--- config.mk ---
export PLATFORM = sky130hd
export DESIGN_NAME = bin2bcd_seq
export DESIGN_NICKNAME = d
export VERILOG_FILES = /design/src/rtl/bin2bcd_seq.sv
export SDC_FILE = /design/constraint.sdc
export NUM_CORES = 1
export LEC_CHECK = 0
export BUFFER_PORTS_ARGS = -buffer_cell sky130_fd_sc_hd__buf_2
export CAP_MARGIN = 10
export CORE_MARGIN = 5
export CORE_UTILIZATION = 45
export DETAILED_ROUTE_END_ITERATION = 10
export GPL_TIMING_DRIVEN = 0
export PLACE_DENSITY_LB_ADDON = 0.05
export SKIP_CTS_REPAIR_TIMING = 1
export SLEW_MARGIN = 20
export SYNTH_ARGS = -nofsm -noshare
export SYNTH_HDL_FRONTEND = slang
export SYNTH_SLANG_ARGS = --single-unit
export TNS_END_PERCENT = 50
--- constraint.sdc ---
create_clock -name clk -period 1.5 [get_ports clk]
set_clock_uncertainty 0.2 [all_clocks]
set_input_delay 0.225 -clock clk [delete_from_list [all_inputs] [get_ports clk]]
set_output_delay 0.225 -clock clk [all_outputs]
set_load 0.005 [all_outputs]
--- src/rtl/bin2bcd_seq.sv ---
// Sequential double-dabble binary-to-BCD converter: one shift per cycle, fixed
// BIN_W+1 cycle latency, saturating to all nines when the value needs more than NDIG digits.
module bin2bcd_seq #(
  parameter int BIN_W = 27,
  parameter int NDIG  = 8
) (
  input  logic              clk,
  input  logic              rst,
  input  logic              start,
  input  logic [BIN_W-1:0]  bin,
  output logic              busy,
  output logic              done,
  output logic [4*NDIG-1:0] bcd,
  output logic              ovf
);
  localparam int SW = 4*NDIG + 4;
  localparam int CW = $clog2(BIN_W + 1);

  typedef enum logic [1:0] {IDLE = 2'd0, CONV = 2'd1, FIN = 2'd2} state_t;

  state_t            state_q, state_d;
  logic [BIN_W-1:0]  sh_q, sh_d;
  logic [SW-1:0]     scr_q, scr_d, adj;
  logic [CW-1:0]     cnt_q, cnt_d;
  logic              busy_q, busy_d, done_q, done_d, ovf_q, ovf_d;
  logic [4*NDIG-1:0] bcd_q, bcd_d;

  for (genvar g = 0; g < NDIG + 1; g++) begin : g_adj
    assign adj[4*g +: 4] = (scr_q[4*g +: 4] >= 4'd5) ? scr_q[4*g +: 4] + 4'd3
                                                      : scr_q[4*g +: 4];
  end

  always_ff @(posedge clk) begin
    if (rst) begin
      state_q <= IDLE;
      sh_q    <= '0;
      scr_q   <= '0;
      cnt_q   <= '0;
      busy_q  <= 1'b0;
      done_q  <= 1'b0;
      ovf_q   <= 1'b0;
      bcd_q   <= '0;
    end else begin
      state_q <= state_d;
      sh_q    <= sh_d;
      scr_q   <= scr_d;
      cnt_q   <= cnt_d;
      busy_q  <= busy_d;
      done_q  <= done_d;
      ovf_q   <= ovf_d;
      bcd_q   <= bcd_d;
    end
  end

  always_comb begin
    state_d = state_q;
    sh_d    = sh_q;
    scr_d   = scr_q;
    cnt_d   = cnt_q;
    busy_d  = busy_q;
    done_d  = 1'b0;
    ovf_d   = ovf_q;
    bcd_d   = bcd_q;
    case (state_q)
      IDLE: begin
        busy_d = 1'b0;
        if (start) begin
          sh_d    = bin;
          scr_d   = '0;
          cnt_d   = CW'(BIN_W);
          busy_d  = 1'b1;
          state_d = CONV;
        end
      end
      CONV: begin
        // Top scratch bit is sticky: anything that ever reached the guard
        // nibble stays visible so an overflow cannot shift out unnoticed.
        scr_d = {adj[SW-1] | adj[SW-2] | (|scr_q[SW-1:SW-4]), adj[SW-3:0], sh_q[BIN_W-1]};
        sh_d  = {sh_q[BIN_W-2:0], 1'b0};
        cnt_d = cnt_q - 1'b1;
        if (cnt_q == CW'(1)) state_d = FIN;
      end
      FIN: begin
        if (|scr_q[SW-1:SW-4]) begin
          ovf_d = 1'b1;
          bcd_d = {NDIG{4'h9}};
        end else begin
          ovf_d = 1'b0;
          bcd_d = scr_q[4*NDIG-1:0];
        end
        done_d  = 1'b1;
        busy_d  = 1'b0;
        state_d = IDLE;
      end
      default: state_d = IDLE;
    endcase
  end

  assign busy = busy_q;
  assign done = done_q;
  assign bcd  = bcd_q;
  assign ovf  = ovf_q;
endmodule
==> summary.md <==
| Metric | Value |
|---|---|
| Vias | `4255` |
| Global route total overflow | `0` |
| Final setup vio count | `57` |
| Worst-path fanout max | `6` |
| Worst-path clk slew | `0.11 ns` |
| Worst hold stages | `5` |
| ANT nets after route | `0` |
| Largest cells by area after synthesis | `dfxtp_1, nor2_1, nor3_1, ha_1, a22o_1` |
| Slew @ Worst Pin | `0.6581 ns` |
| CTS tree | `built` |
| Reg2Reg Depth | `8` |
| Wire per inst | `15.41 µm` |
| Failing checks | `setup timing` |
| Grt peak-use layer | `met2` |
| Syn_nets | `624` |
| Final Critical Period | `1.624 ns` |
| Finished Layout Cells | `815` |
| Setup WS post-layout | `-0.1242 ns` |
| # port buffers | `63` |
| Hold Fails Final Rpt | `0` |
| Yosys warning count | `0` |
| Die area | `0.01294 mm²` |
| DRC errors left | `0` |
| DP Wirelength | `8196 µm` |
| Met2 Track Usage GR | `30.35%` |
| Post-synth EDFFs | `0` |
| Chip width | `113.8 µm` |
| Synth Register Bits | `105` |
| Hold crit path type | `in -> reg` |
| CTS Sinks | `105` |
| Yosys top cell area share | `43.39%` |
| Crit. End Element | `flop` |
| Met1 Use GR | `24.55%` |
| Placer Congestion | `0.7962` |
| Max Cap Viol | `0` |
| Global-route wire length before repair | `19310 µm` |
| Syn_area_per_cell | `8.440 µm²` |
| Initial Util | `46.51%` |
| Synth top cells by count | `nor2_1, dfxtp_1, nor3_1` |
| Worst skew pair latency | `0.39 ns` |
| Routed vias/inst | `5.221` |
| Worst Path Arrival | `1.67 ns` |
| Library cells used by synthesis | `41` |
| Clk buf depth | `2` |
| Finished Cell Area | `0.006430 mm²` |
| Die height | `113.8 µm` |
| Vias in the first global route | `3927` |
| Core Area | `0.01042 mm²` |
| H-Tree Depth | `3` |
| Row count | `37` |
| Netlist Area Pre-Place | `0.004845 mm²` |
| Total power | `5.413 mW` |
| Met3 GRT Util | `4.828%` |
| Largest net degree at the start of global routing | `17` |
| Final #Nets | `724` |
| Routed WL | `12560 µm` |
| Placed insts | `773` |
| Max frequency | `615.7 MHz` |
| Crit start category | `flop` |
| Most numerous cell in the Yosys netlist | `nor2_1` |
| N_diodes | `0` |
| Crit Path Category | `reg -> reg` |
| GRT Total Usage | `18.49%` |
| P&R area growth vs syn | `32.72%` |
| Synth area leader | `dfxtp_1` |
| P per Cell Area | `841.8 mW/mm²` |
| TritonCTS buffer count | `9` |
| Worst IR Drop VDD | `682.5 µV` |
| CTS Root Cell | `clkbuf_8` |
| Io pins | `65` |
| Syn Inst Count | `574` |
| Worst relative slew slack | `56.13%` |
| RSZ-0062 raised after global routing | `true` |
| DR pass1 iterations | `4` |
| DRT iter0 DRCs | `216` |
| Synth Flop Type | `dfxtp_1` |
| Initial antenna violation count | `0` |
| Post-synthesis sequential area ratio | `43.39%` |
| Required time of the critical path | `1.54 ns` |
| Count of pins over their slew limit | `0` |
| Leakage power | `2.694 nW` |
| Placed cell areas | `0.005379 mm²` |
| Post-synthesis async set-or-reset flop share | `0%` |
| Status | `finished with violations` |
| Fraction of layout cells with a size suffix above 1 | `34.61%` |
| Crit share post-route | `108.3%` |
[sequential cells by signal, summed over array words and instances, names as in the netlist]
register  cells
sh_q         27
scr_q        36
state_q       2
done          1
ovf           1
bcd          32
busy          1
cnt_q         5
[power breakdown]
part / total [mW] / internal, mW / switching (mW)
logic: 0.838 / 0.407 / 0.431
registers: 2.95 / 2.88 / 0.0709
clock network: 1.63 / 0.652 / 0.976
[layout make-up]
cell class	instances	area [µm²]
Fill cell	929	3986
Clock inverter	4	28.78
Tap cell	136	170.2
Multi-Input combinational cell	410	2859
Clock buffer	12	145.1
Sequential cell	105	2153
Buffer	37	350.3
Timing Repair Buffer	89	623.1
Inverter	22	100.1
[through the flow]
stage          hold slack (ns)  setup TNS (ns)  setup slack, ns  util (%)
5_1_grt                0.06045          -6.465          -0.1708     61.73
3_3_place_gp            0.2400          -8.934          -0.2755     51.64
6_report               0.03249          -2.807          -0.1242     61.73
3_5_place_dp            0.2468          -10.31          -0.2927     51.64
2_1_floorplan           0.2492         -0.3719         -0.03811         -
4_1_cts                0.02569          -10.91          -0.3447     53.31
[routing by layer]
layer | routed length, µm | share of wire [%]
met3 | 475 | 3.8
met1 | 5928 | 47
met2 | 6058 | 48
met5 | 0 | 0
met4 | 98 | 0.78
[cell usage in the layout, fill, tap and decap left out, types with 9 or more instances in the layout]
master | Yosys | layout
o21ai_0 | 15 | 14
inv_1 | 21 | 11
a22o_1 | 26 | 26
dfxtp_1 | 105 | 86
a2bb2oi_1 | 23 | 21
nand2_1 | 33 | 33
clkbuf_8 | 0 | 10
a21oi_1 | 38 | 25
xnor2_1 | 9 | 9
nor2_1 | 122 | 108
nor2_4 | 3 | 11
buf_4 | 4 | 14
nor3_1 | 51 | 43
dfxtp_4 | 0 | 11
mux2i_1 | 9 | 9
ha_1 | 20 | 10
buf_6 | 7 | 20
buf_2 | 18 | 66
[path summary, 6_finish.rpt]
kind         slack, ns       end      start
max              -0.12   bcd[27]  scr_q[32]
min               0.03  sh_q[17]    bin[17]
max reg2reg      -0.12   bcd[27]  scr_q[32]
min reg2reg       0.25   bcd[25]    bcd[25]
[critical path, cell delays in order, from the launching register on]
cell	delay, ns
dfxtp_4	0.37
inv_4	0.06
ha_4	0.13
nor3b_4	0.18
buf_6	0.17
nand2_8	0.09
clkbuf_16	0.17
nor2_2	0.08
nor3_1	0.05
[cell families after synthesis]
logic type                 count (synthesis)  synth area share [%]
adders and majority gates                 20                 5.165
muxes                                      9                 1.860
DFF                                      105                 43.39
AOI/OAI and AO/OA                        119                 16.99
buffers and inverters                     59                 6.483
xor gates and xnor gates                  17                 3.073
and+or+nand+nor                          245                 23.04
No activity file was read; power rests on OpenSTA's default activity.
